[config.mk]
export PLATFORM = sky130hd
export DESIGN_NAME = timer_dev
export DESIGN_NICKNAME = d
export VERILOG_FILES = /design/src/rtl/timer_pkg.sv /design/src/rtl/timer_prescaler.sv /design/src/rtl/timer_dev.sv
export SDC_FILE = /design/constraint.sdc
export NUM_CORES = 1
export LEC_CHECK = 0
export ABC_AREA = 0
export BUFFER_PORTS_ARGS = -buffer_cell sky130_fd_sc_hd__buf_4
export CAP_MARGIN = 30
export CORE_MARGIN = 4
export CORE_UTILIZATION = 41
export CTS_BUF_LIST = sky130_fd_sc_hd__clkbuf_16
export CTS_CLUSTER_DIAMETER = 120
export DETAILED_ROUTE_END_ITERATION = 16
export PLACE_DENSITY_LB_ADDON = 0.08
export REMOVE_ABC_BUFFERS = 1
export SLEW_MARGIN = 30
export SYNTH_ARGS = -nofsm -noshare
export SYNTH_HDL_FRONTEND = slang
export SYNTH_SLANG_ARGS = --single-unit
[constraint.sdc]
create_clock -name clk -period 3.6 [get_ports clk]
set_input_delay 0.36 -clock clk [delete_from_list [all_inputs] [get_ports clk]]
set_output_delay 0.36 -clock clk [all_outputs]
set_load 0.005 [all_outputs]
[src/rtl/timer_pkg.sv]
`default_nettype none
// ============================================================================
// Package  : timer_pkg
// Summary  : Shared definitions for the timer_dev countdown timer: register
//            offsets, FSM state encoding, MODE values, CTRL bit positions and
//            a byte-lane merge helper for bus writes.
// Revision : 1.0 - initial release
// ============================================================================
package timer_pkg;

  // Register offsets as decoded from addr[3:2]
  localparam logic [1:0] REG_CTRL   = 2'd0;
  localparam logic [1:0] REG_PRESET = 2'd1;
  localparam logic [1:0] REG_COUNT  = 2'd2;
  localparam logic [1:0] REG_PSC    = 2'd3;

  // Countdown FSM states
  typedef enum logic [1:0] {
    IDLE = 2'd0,
    CNT  = 2'd1,
    INT  = 2'd2
  } state_t;

  // CTRL.MODE values; 2'b10 and 2'b11 fall back to one-shot behaviour
  localparam logic [1:0] MODE_ONESHOT = 2'b00;
  localparam logic [1:0] MODE_RELOAD  = 2'b01;

  // CTRL field positions
  localparam int CTRL_W        = 4;
  localparam int CTRL_EN       = 0;
  localparam int CTRL_MODE_LSB = 1;
  localparam int CTRL_MODE_MSB = 2;
  localparam int CTRL_IM       = 3;

  // Replace the byte lanes of old_val selected by be with those of new_val
  function automatic logic [31:0] byte_merge(
    input logic [31:0] old_val,
    input logic [31:0] new_val,
    input logic [3:0]  be
  );
    logic [31:0] res;
    res = old_val;
    for (int b = 0; b < 4; b++) begin
      if (be[b]) begin
        res[8*b +: 8] = new_val[8*b +: 8];
      end
    end
    return res;
  endfunction

endpackage
`default_nettype wire

[src/rtl/timer_prescaler.sv]
`default_nettype none
// ============================================================================
// Module   : timer_prescaler
// Summary  : Divides the countdown rate of timer_dev. tick is asserted on the
//            cycle where the internal prescale counter has reached PSC; the
//            counter then restarts from zero. PSC=0 ticks on every running
//            cycle.
// Build    : only present when TIMER_PRESCALE_EN is defined, since it is the
//            only consumer of this block.
// Revision : 1.0 - initial release
// ============================================================================
`ifdef TIMER_PRESCALE_EN
module timer_prescaler (
  input  logic        clk,
  input  logic        reset,
  input  logic        run,
  input  logic [15:0] psc,
  output logic        tick
);

  logic [15:0] pcnt;

  // >= rather than == so that lowering PSC below the current count cannot
  // make the counter run the long way round through 16-bit wrap.
  assign tick = run && (pcnt >= psc);

  // Prescale counter: held at zero whenever the timer is not actively
  // counting, which covers both a fresh load (IDLE/INT -> CNT) and a pause.
  always_ff @(posedge clk or negedge reset) begin
    if (!reset) begin
      pcnt <= '0;
    end else if (!run || tick) begin
      pcnt <= '0;
    end else begin
      pcnt <= pcnt + 16'd1;
    end
  end

endmodule
`endif
`default_nettype wire

[src/rtl/timer_dev.sv]
`default_nettype none
// ============================================================================
// Module   : timer_dev
// Summary  : Memory-mapped 32-bit countdown timer with one-shot and
//            auto-reload modes and a registered interrupt request.
//            Register map (addr[3:2]): 0 CTRL, 1 PRESET, 2 COUNT (RO),
//            3 PSC (prescale builds only, reads 0 otherwise).
// Build    : define TIMER_PRESCALE_EN to add the PSC register and the
//            timer_prescaler rate divider.
// Revision : 1.0 - initial release
// ============================================================================
module timer_dev
  import timer_pkg::*;
#(
  parameter logic [31:0] PRESET_RST = 32'h0
) (
  input  logic        clk,
  input  logic        reset,
  input  logic [31:0] addr,
  input  logic        we,
  input  logic [3:0]  byteen,
  input  logic [31:0] wdata,
  output logic [31:0] rdata,
  output logic        irq
);

  logic [1:0]        reg_sel;
  logic              wr_ctrl;
  logic              wr_preset;
  logic [CTRL_W-1:0] ctrl;
  logic [CTRL_W-1:0] ctrl_nxt;
  logic [31:0]       preset;
  logic [31:0]       preset_nxt;
  logic [31:0]       count;
  logic [31:0]       count_nxt;
  state_t            state;
  state_t            state_nxt;
  logic              int_flag;
  logic              int_flag_nxt;
  logic              irq_nxt;
  logic [1:0]        mode;
  logic              run;
  logic              tick;
  logic              unused_addr;

  // Only the word offset is decoded; upper and byte-offset bits are don't-care
  assign reg_sel     = addr[3:2];
  assign unused_addr = ^{addr[31:4], addr[1:0]};

  // CTRL only lives in byte lane 0, so a write without byteen[0] is a no-op
  assign wr_ctrl   = we && (reg_sel == REG_CTRL) && byteen[0];
  assign wr_preset = we && (reg_sel == REG_PRESET);

  assign mode = ctrl[CTRL_MODE_MSB:CTRL_MODE_LSB];
  assign run  = (state == CNT) && ctrl[CTRL_EN];

`ifdef TIMER_PRESCALE_EN
  logic [15:0] psc;
  logic [15:0] psc_nxt;
  logic        wr_psc;

  assign wr_psc = we && (reg_sel == REG_PSC);

  // PSC next value: per-byte writes on the low two lanes
  always_comb begin
    psc_nxt = psc;
    if (wr_psc) begin
      if (byteen[0]) psc_nxt[7:0]  = wdata[7:0];
      if (byteen[1]) psc_nxt[15:8] = wdata[15:8];
    end
  end

  // PSC register
  always_ff @(posedge clk or negedge reset) begin
    if (!reset) begin
      psc <= '0;
    end else begin
      psc <= psc_nxt;
    end
  end

  timer_prescaler u_prescaler (
    .clk   (clk),
    .reset (reset),
    .run   (run),
    .psc   (psc),
    .tick  (tick)
  );
`else
  // Without a prescaler every enabled CNT cycle is a decrement cycle
  assign tick = 1'b1;
`endif

  // Next-state and datapath: FSM update first, then bus writes override it
  always_comb begin
    state_nxt    = state;
    ctrl_nxt     = ctrl;
    preset_nxt   = preset;
    count_nxt    = count;
    int_flag_nxt = int_flag;

    case (state)
      IDLE: begin
        if (ctrl[CTRL_EN]) begin
          count_nxt = preset;
          state_nxt = CNT;
        end
      end
      CNT: begin
        // EN low pauses here: COUNT and state simply hold
        if (run && tick) begin
          // <= 1 rather than == 1 so a PRESET of 0 expires like 1 and the
          // count can never wrap below zero
          if (count <= 32'd1) begin
            count_nxt    = '0;
            state_nxt    = INT;
            int_flag_nxt = 1'b1;
          end else begin
            count_nxt = count - 32'd1;
          end
        end
      end
      INT: begin
        if (mode == MODE_RELOAD) begin
          count_nxt    = preset;
          state_nxt    = CNT;
          int_flag_nxt = 1'b0;
        end else begin
          // MODE_ONESHOT and the two reserved encodings: stop and keep the flag
          ctrl_nxt[CTRL_EN] = 1'b0;
          state_nxt         = IDLE;
        end
      end
      default: begin
        state_nxt = IDLE;
      end
    endcase

    // Bus writes take priority over FSM side effects in the same cycle
    if (wr_ctrl) begin
      ctrl_nxt     = wdata[CTRL_W-1:0];
      int_flag_nxt = 1'b0;
    end
    if (wr_preset) begin
      preset_nxt   = byte_merge(preset, wdata, byteen);
      int_flag_nxt = 1'b0;
    end

    // irq is registered from the post-update values so it rises on the same
    // edge that enters INT and falls on the edge of a clearing write
    irq_nxt = ctrl_nxt[CTRL_IM] & int_flag_nxt;
  end

  // FSM state register
  always_ff @(posedge clk or negedge reset) begin
    if (!reset) begin
      state <= IDLE;
    end else begin
      state <= state_nxt;
    end
  end

  // Control/data registers and the interrupt request flop
  always_ff @(posedge clk or negedge reset) begin
    if (!reset) begin
      ctrl     <= '0;
      preset   <= PRESET_RST;
      count    <= '0;
      int_flag <= 1'b0;
      irq      <= 1'b0;
    end else begin
      ctrl     <= ctrl_nxt;
      preset   <= preset_nxt;
      count    <= count_nxt;
      int_flag <= int_flag_nxt;
      irq      <= irq_nxt;
    end
  end

  // Combinational read mux
  always_comb begin
    rdata = '0;
    case (reg_sel)
      REG_CTRL:   rdata = {{(32-CTRL_W){1'b0}}, ctrl};
      REG_PRESET: rdata = preset;
      REG_COUNT:  rdata = count;
`ifdef TIMER_PRESCALE_EN
      REG_PSC:    rdata = {16'd0, psc};
`endif
      default:    rdata = '0;
    endcase
  end

endmodule
`default_nettype wire

==> reports/qor.yml, run 1 <==
synth_area_leaders: "dfrtp_1 45%, mux2_2 9.5%, a22o_1 7.4%, o21ai_0 3.8%, nand2_1 2.7%"
cp.required_ps: 3820
htree_levels: 3
avgSynthCellArea_sq_um: 9.97
synth_flop_cell: "dfrtp_1"
max_slew.worst_pin.slew_ps: 920
synth_top_area_frac: 0.445
cts_resized: 0
grt_use_total: 0.213
finalSetupViolCount: 0
first_iter_violations: 233
slowest_stage: "or4_1"
dieHeight_um: 107
grt_remaining_overflow: 0
fin_nets: 557
power_frac_seq: 0.370
skew_ps: 5.75
cp.depth: 7
layout_setup_ws_ps: 419
synth_top_cell_by_area: "dfrtp_1"
wirelength_mm: 11.6
end_kind: "register"
total_power_mw: 3.78
root_buffer: "clkbuf_16"
clk_path_buf_depth: 2
die_area_sq_um: 11500
io_pins: 104
grt_pass1_vias: 3618
start_util: 0.418
cts_num_sinks: 72
swShare: 0.403
syn_to_final_growth_pct: 24.5
cap_violations: 0
power_density_nw_per_um2: 751
postSynth.asyncResetShare: 1.00
dpl_worst_slack_ps: 440
viasPerCell: 5.85
antenna_found_initial: 0
hold_viol_final: 0
ys_warn_count: 0
antennaDiodeCount: 0
multi_input_area_sq_um: 2100
timing.final.crit_share: 0.884
synth_seq_cells: 72
p_int_mw: 2.26
crit_family: "simple AND/OR/NAND/NOR gates"
setup_tns_ps: 0
cp-start-kind: "register"
vias: 3610
syn_area_sq_um: 4050
gp_congestion: 0.840
fmax_mhz: 314
ctsHoldBuffers: 0
design_area_sq_um: 5040
clk_latency_ps: 330
cts_buffers: 9
crit_path_max_incr_delay_ps: 690
grt_pass1_wl_mm: 19.2
yosysUniqueCellTypes: 57
worstPathMaxFanout: 30
ir_drop_mv: 0.290
place_inst: 602
slew_violations: 0
leakage_nw: 2.23
utilization: 0.520
r2r_setup_slack_ps: 420
slew_headroom: 0.387
min_path_type: "input pin to asynchronous set/reset pin"
critical_path_arrival_ps: 3400
antenna_left: 0
yosysSeqAreaShare: 0.445
dpl_cell_area_sq_um: 4780
drive_gt1_frac: 0.298
clk_pin_slew_ps: 60
core_area_sq_um: 9680
seq_area_sq_um: 1800
min_period_ps: 3180
synth_edf_count: 0
p_sw_mw: 1.53
reg2reg_depth: 7
wl_per_cell_um: 18.9
cts_tree: "done"
die_x_um: 107
instances_no_fill: 617
crit_buf_inv: 1
drt-pass1-iter-count: 5
dp_hpwl_mm: 7.96
p_clk_frac: 0.206
cp_cell_sequence: "or4_1 > or4_4 > o41ai_4 > buf_4 > nor3_1 > a222oi_1 > nand2_1"
grt_max_degree: 73
io_buffers: 73
rows: 36
drc: 0
combPwrFrac: 0.424
whs_ps: 33.8
worstSetupPathType: "register to register"
postCtsSetupBuffers: 0
syn-instance-count: 406
grt_setup_unrepaired: "no"
status: "finished clean"
nFillCells: 930
[cell families after synthesis]
group / count (synthesis) / share of synthesized area
mux: 38 / 0.104
flops: 72 / 0.445
fa+ha+maj: 6 / 0.0185
compound gates: 129 / 0.236
buf+inv: 38 / 0.0396
simple gates: 123 / 0.156
[power by group through the flow]
stage	Sequential [mW]	Clock, mW	Combinational [mW]
2_1_floorplan	1.30	0	1.05
4_1_cts	1.39	0.799	1.60
3_5_place_dp	1.41	0	1.60
3_3_place_gp	1.40	0	1.58
6_report	1.40	0.781	1.60
5_1_grt	1.45	0.838	1.78
[synthesized netlist by cell type (2+ instances only)]
cell type / count
dfrtp_1: 72
mux2i_1: 4
a22oi_1: 2
clkbuf_1: 18
mux2_2: 34
buf_2: 2
o41ai_1: 2
o21a_1: 2
o32ai_1: 4
or4_1: 7
nor3_1: 11
and3_1: 3
or3_1: 5
nor2b_1: 3
nor2_1: 25
a41oi_1: 2
o311ai_0: 2
nand3_1: 14
buf_4: 2
nor3_2: 2
or2_2: 2
ha_1: 6
nor3b_1: 2
inv_1: 14
o31ai_1: 2
nand4_1: 2
a22o_1: 34
a31oi_1: 3
nor4_1: 9
nand2b_1: 3
o211ai_1: 5
o21ai_0: 31
nand2_1: 29
a221o_1: 7
a211o_1: 2
and2_1: 2
a21oi_1: 17
[area by class of cell]
class / count / area share
flip-flops and latches: 72 / 0.358
repair buffers: 87 / 0.133
clock buffers: 9 / 0.0447
well taps: 133 / 0.0330
inverters: 14 / 0.0104
clock inverters: 6 / 0.00546
multi-input cells: 296 / 0.416
[metal layers]
metal  part of all wire  vias to the layer above  GRT usage
li1                   -                     1714          -
met1               0.47                     1771      0.299
met2               0.46                      107      0.332
met3              0.046                       18     0.0336
met4              0.019                        0     0.0812
met5                  0                        -          0
[path summary, 6_finish.rpt]
path | from | to
min in group clk | wdata[0] | ctrl[0]
setup / recovery | count[8] | count[9]
max in group asynchronous | reset | ctrl[2]
hold / removal | reset | ctrl[3]
setup reg to reg | count[8] | count[9]
hold reg to reg | preset[20] | count[20]
[flip-flops by register name (all words and copies together) (netlist names)]
signal / count
irq: 1
ctrl: 4
preset: 32
count: 32
int_flag: 1
state: 2
[cells in the final DEF (no fill, tap or decap), drive strengths merged, types with 4 or more instances in the layout]
master / synthesis / routed
nor3: 13 / 13
o21ai: 32 / 32
o211ai: 5 / 5
or4: 8 / 8
dfrtp: 72 / 72
clkbuf: 18 / 9
nor4: 9 / 9
a21oi: 17 / 17
a22o: 34 / 34
ha: 6 / 6
or3: 5 / 5
clkinv: 0 / 6
nand2: 29 / 29
mux2i: 4 / 4
nor2: 25 / 25
buf: 6 / 87
a221o: 7 / 7
inv: 14 / 14
o32ai: 4 / 4
nand3: 14 / 14
mux2: 34 / 34
No activity file was read; power rests on OpenSTA's default activity.
==> inputs of run 2 (changes only) <==
Settings changed: CORE_MARGIN 4 to 5.
==> reports/qor.yml, run 2 (synthesis gave the netlist of run 1 again) <==
vias: 3634  # was 3610
skew_ps: 7.36  # was 5.75 ps
finalSetupViolCount: 0  # unchanged
wirelength_mm: 11.6  # about the same
fin_nets: 558  # was 557
r2r_setup_slack_ps: 410  # was 420 ps
rows: 36  # unchanged
utilization: 0.520  # about the same
final_common_cell: "buf_4"  # unchanged
drt-pass1-iter-count: 5  # unchanged
htree_levels: 3  # unchanged
io_pins: 104  # unchanged
wl_per_cell_um: 18.8  # was 18.9 um
syn_to_final_growth_pct: 24.4  # was 24.5%
cts_tree: "done"  # unchanged
slew_violations: 0  # unchanged
io_buffers: 73  # unchanged
power_density_nw_per_um2: 752  # was 751 nW/um^2
core_area_sq_um: 9680  # unchanged
critical_path_arrival_ps: 3400  # about the same
grt_use_total: 0.203  # was 0.213
min_period_ps: 3190  # was 3180 ps
cp.required_ps: 3810  # was 3820 ps
die_area_sq_um: 12000  # was 11500 sq um
clk_latency_ps: 330  # about the same
layout_top_registers: "count: 32 flops, preset: 32 flops, ctrl: 4 flops"  # unchanged
dieHeight_um: 109  # was 107 um
ctsHoldBuffers: 0  # unchanged
cts_buffers: 9  # unchanged
clk_path_buf_depth: 2  # unchanged
dp_hpwl_mm: 8.24  # was 7.96 mm
first_iter_violations: 215  # was 233
grt_max_degree: 73  # unchanged
grt_pass1_vias: 3597  # was 3618
drive_gt1_frac: 0.296  # was 0.298
nFillCells: 928  # was 930
antenna_left: 0  # unchanged
min_path_type: "input pin to asynchronous set/reset pin"  # unchanged
ir_drop_mv: 0.276  # was 0.290 mV
leakage_nw: 2.24  # was 2.23 nW
setup_tns_ps: 0  # unchanged
cts_num_sinks: 72  # unchanged
postCtsSetupBuffers: 0  # unchanged
grt_pass1_wl_mm: 18.8  # was 19.2 mm
worstPathMaxFanout: 30  # unchanged
antenna_found_initial: 0  # unchanged
dpl_cell_area_sq_um: 4780  # about the same
status: "finished clean"  # unchanged
drc: 0  # unchanged
end_kind: "register"  # unchanged
fmax_mhz: 313  # was 314 MHz
die_x_um: 109  # was 107 um
place_inst: 603  # was 602
cap_violations: 0  # unchanged
clk_pin_slew_ps: 60  # about the same
instances_no_fill: 619  # was 617
design_area_sq_um: 5040  # about the same
hold_viol_final: 0  # unchanged
root_buffer: "clkbuf_16"  # unchanged
antennaDiodeCount: 0  # unchanged
total_power_mw: 3.79  # was 3.78 mW
slew_headroom: 0.399  # was 0.387
grt_remaining_overflow: 0  # unchanged
timing.final.crit_share: 0.886  # was 0.884
grt_setup_unrepaired: "no"  # unchanged
start_util: 0.418  # unchanged
viasPerCell: 5.87  # was 5.85
cts_resized: 0  # unchanged
most-common-layout-cells: "87 x buf_4, 72 x dfrtp_1, 34 x a22o_1, 34 x mux2_2, 31 x o21ai_0"  # was 85 x buf_4, 72 x dfrtp_1, 34 x a22o_1, 34 x mux2_2, 31 x o21ai_0
max_slew.worst_pin.slew_ps: 902  # was 920 ps
cp-start-kind: "register"  # unchanged
gp_congestion: 0.858  # was 0.840
worstSetupPathType: "register to register"  # unchanged
[run 2: changes by cell type in the layout (fill, tap and decap cells not counted), sizes merged]
cell and delta:
buf +1, inv +1
[run 2: critical path: stages (launching register included)]
cell and delay [ps]:
dfrtp_1 440, or4_1 690, or4_4 620, o41ai_4 370, buf_4 360, nor3_1 170
a222oi_1 320, nand2_1 100
[run 2: worst paths after layout]
kind                       cells after the start       start        end
setup / recovery                               7    count[8]   count[9]
hold / removal                                 1       reset  preset[7]
setup reg to reg                               7    count[8]   count[9]
hold reg to reg                                2  preset[20]  count[20]
max in group asynchronous                      1       reset  count[16]
min in group clk                               3    wdata[2]    ctrl[2]
[run 2: metal layers]
metal  up-vias  GRT usage  part of all wire  wire length, um
li1       1710          -                 -                -
met1      1775      0.271              0.43             4980
met2       131      0.335              0.49             5750
met3        18     0.0323             0.063              732
met4         0     0.0703             0.016              184
met5         -          0                 0                0
[run 2: cell type report]
cell class | instances | area [sq um] | share of cell area
multi-input combinational | 296 | 2100 | 0.416
sequential | 72 | 1800 | 0.358
timing repair buffer | 88 | 664 | 0.132
clock buffer | 9 | 225 | 0.0447
tap | 133 | 166 | 0.0330
inverter | 14 | 52.6 | 0.0104
clock inverter | 7 | 30.0 | 0.00596
[run 2: report_power, final]
part / internal [mW] / switching, mW / total (mW)
clock: 0.452 / 0.331 / 0.783
combinational: 0.721 / 0.887 / 1.61
sequential: 1.08 / 0.312 / 1.39
[run 2: per-stage QoR]
step	hold slack, ps	worst slack, ps
floorplan	64.4	311
global placement	491	512
detailed placement	501	476
CTS	223	464
global route	113	265
finish	37.1	409
==> inputs of run 3 (changes only) <==
Settings changed: ABC_AREA 0 to 1.
==> reports/qor.yml, run 3 <==
min_period_ps: 2360  # was 3190 ps
hold_viol_final: 0  # unchanged
rows: 37  # was 36
ys_warn_count: 0  # unchanged
htree_levels: 3  # unchanged
yosysUniqueCellTypes: 32  # was 57
grt_max_degree: 73  # unchanged
cts_tree: "done"  # unchanged
yosysSeqAreaShare: 0.413  # was 0.445
ctsHoldBuffers: 0  # unchanged
fin_nets: 711  # was 558
grt_use_total: 0.188  # was 0.203
final_common_cell: "nand2_1"  # was buf_4
wirelength_mm: 11.7  # was 11.6 mm
timing.final.crit_share: 0.656  # was 0.886
cts_buffers: 9  # unchanged
multi_input_area_sq_um: 2250  # was 2100 sq um
cp-startpoint: "state[1]"  # was count[8]
postCtsSetupBuffers: 0  # unchanged
drt-pass1-iter-count: 5  # unchanged
cts_resized: 0  # unchanged
antenna_found_initial: 0  # unchanged
die_area_sq_um: 12800  # was 12000 sq um
grt_pass1_wl_mm: 19.5  # was 18.8 mm
syn_area_sq_um: 4370  # was 4050 sq um
setup_tns_ps: 0  # unchanged
utilization: 0.517  # was 0.520
cap_violations: 0  # unchanged
grt_remaining_overflow: 0  # unchanged
synth_flop_cell: "dfrtp_1"  # unchanged
end_kind: "register"  # unchanged
slew_violations: 0  # unchanged
drc: 0  # unchanged
synth_seq_cells: 72  # unchanged
leakage_nw: 2.51  # was 2.24 nW
dieHeight_um: 113  # was 109 um
reg2reg_to: "count[11]"  # was count[9]
reg2reg_depth: 9  # was 7
clk_path_buf_depth: 2  # unchanged
io_pins: 104  # unchanged
start_util: 0.421  # was 0.418
min_path_type: "input pin to asynchronous set/reset pin"  # unchanged
vias: 3930  # was 3634
netlist_top_cells_count: "125 x nand2_1, 75 x nor2_1, 72 x dfrtp_1"  # was 72 x dfrtp_1, 34 x a22o_1, 34 x mux2_2
avgSynthCellArea_sq_um: 7.73  # was 9.97 sq um
wl_per_cell_um: 15.2  # was 18.8 um
cts_num_sinks: 72  # unchanged
dp_hpwl_mm: 8.35  # was 8.24 mm
seq_area_sq_um: 1800  # unchanged
synth_top_cell_by_area: "dfrtp_1"  # unchanged
cp-start-kind: "register"  # unchanged
drive_gt1_frac: 0.221  # was 0.296
fmax_mhz: 424  # was 313 MHz
status: "finished clean"  # unchanged
reg2reg_from: "state[1]"  # was count[8]
worstPathMaxFanout: 19  # was 30
io_buffers: 73  # unchanged
most-common-layout-cells: "124 x nand2_1, 76 x buf_4, 75 x nor2_1"  # was 87 x buf_4, 72 x dfrtp_1, 34 x a22o_1, 34 x mux2_2, 31 x o21ai_0
skew_ps: 7.61  # was 7.36 ps
core_area_sq_um: 10400  # was 9680 sq um
power_density_nw_per_um2: 766  # was 752 nW/um^2
clk_pin_slew_ps: 60  # about the same
cp.required_ps: 3860  # was 3810 ps
r2r_setup_slack_ps: 1240  # was 410 ps
syn-instance-count: 565  # was 406
viasPerCell: 5.07  # was 5.87
critical_path_arrival_ps: 2620  # was 3400 ps
synth_area_leaders: "dfrtp_1 41%, nand2_1 11%, mux2_2 7.2%, nor2_1 6.4%, a21oi_1 6.0%"  # was dfrtp_1 45%, mux2_2 9.5%, a22o_1 7.4%, o21ai_0 3.8%, nand2_1 2.7%
synth_most_common_cell: "nand2_1"  # was dfrtp_1
syn_to_final_growth_pct: 22.8  # was 24.4%
synth_top_area_frac: 0.413  # was 0.445
antenna_left: 0  # unchanged
grt_pass1_vias: 3972  # was 3597
root_buffer: "clkbuf_16"  # unchanged
synth_edf_count: 0  # unchanged
total_power_mw: 4.11  # was 3.79 mW
worstSetupPathType: "register to register"  # unchanged
clk_latency_ps: 340  # was 330 ps
layout_top_registers: "count: 32 flops, preset: 32 flops, ctrl: 4 flops"  # unchanged
max_slew.worst_pin.slew_ps: 892  # was 902 ps
first_iter_violations: 196  # was 215
nFillCells: 1037  # was 928
ir_drop_mv: 0.282  # was 0.276 mV
cp-endpoint: "count[11]"  # was count[9]
die_x_um: 113  # was 109 um
antennaDiodeCount: 0  # unchanged
postSynth.asyncResetShare: 1.00  # unchanged
finalSetupViolCount: 0  # unchanged
slew_headroom: 0.404  # was 0.399
grt_setup_unrepaired: "no"  # unchanged
gp_congestion: 0.869  # was 0.858
==> run 3: changes by cell type in the layout (fill, tap and decap cells not counted), moves of 9 or more <==
cell / previous run / this run
a21oi_1: 17 / 52
a22o_1: 34 / 0
a22oi_1: 2 / 13
buf_4: 87 / 76
inv_1: 15 / 56
nand2_1: 29 / 124
nand3_1: 14 / 26
nor2_1: 25 / 75
nor3_1: 11 / 1
nor4_1: 9 / 0
o21ai_0: 31 / 40
xor2_1: 0 / 16
==> run 3: worst min-delay path by stage <==
stage	startpoint	to	slack [ps]	cells after the start
2_1_floorplan	reset	count[0]	60	0
3_3_place_gp	ctrl[2]	ctrl[2]	470	2
3_5_place_dp	ctrl[2]	ctrl[2]	480	2
4_1_cts	reset	preset[19]	210	1
5_1_grt	reset	preset[17]	110	1
6_report	reset	preset[19]	50	1
==> run 3: cells by family (layout without fill, tap and decap cells) <==
family                   count (synthesis)  in the layout  synth area share
AO/OA/AOI/OAI                          119            119             0.155
XOR/XNOR                                16             16            0.0321
adder cells (fa/ha/maj)                  6              6            0.0172
buffers and inverters                   77            151            0.0734
flip-flops                              72             72             0.413
multiplexers                            28             28            0.0722
AND/OR/NAND/NOR                        247            247             0.238
==> run 3: metrics by stage <==
step | hold slack, ps | worst slack (ps) | cell area, sq um | instances
after global placement | 475 | 1350 | 5010 | 759
final | 46.8 | 1240 | 5360 | 775
after detailed placement | 478 | 1310 | 5010 | 759
after global routing | 111 | 1030 | 5360 | 775
after floorplan | 64.4 | 1050 | 4260 | 546
after CTS | 210 | 1270 | 5360 | 775
==> run 3: critical path: stages, from the launching register on <==
cell     delay (ps)
dfrtp_1         400
inv_1           100
ha_1            320
nor2_1          110
o21ai_0         180
nand2_1          90
buf_4           210
inv_1           550
a21oi_1         160
a21oi_1         150
==> run 3: final cells by class <==
cell class,instances,area share
Clock inverter,7,0.0224
Clock buffer,9,0.0420
Timing Repair Buffer,77,0.108
Tap cell,136,0.0317
Multi-Input combinational cell,416,0.419
Sequential cell,72,0.336
Inverter,58,0.0406
==> run 3: per-layer routing <==
metal  up-vias  share of wire  track usage
met1      1824           0.47        0.252
met2        92           0.46        0.299
met4         0          0.022       0.0705
li1       1997              -            -
met5         -              0            0
met3        17          0.049       0.0401
==> run 3: report_power, final <==
group / switching [mW] / internal (mW) / total [mW]
logic: 1.01 / 0.661 / 1.67
registers: 0.281 / 1.11 / 1.39
clock network: 0.366 / 0.678 / 1.04
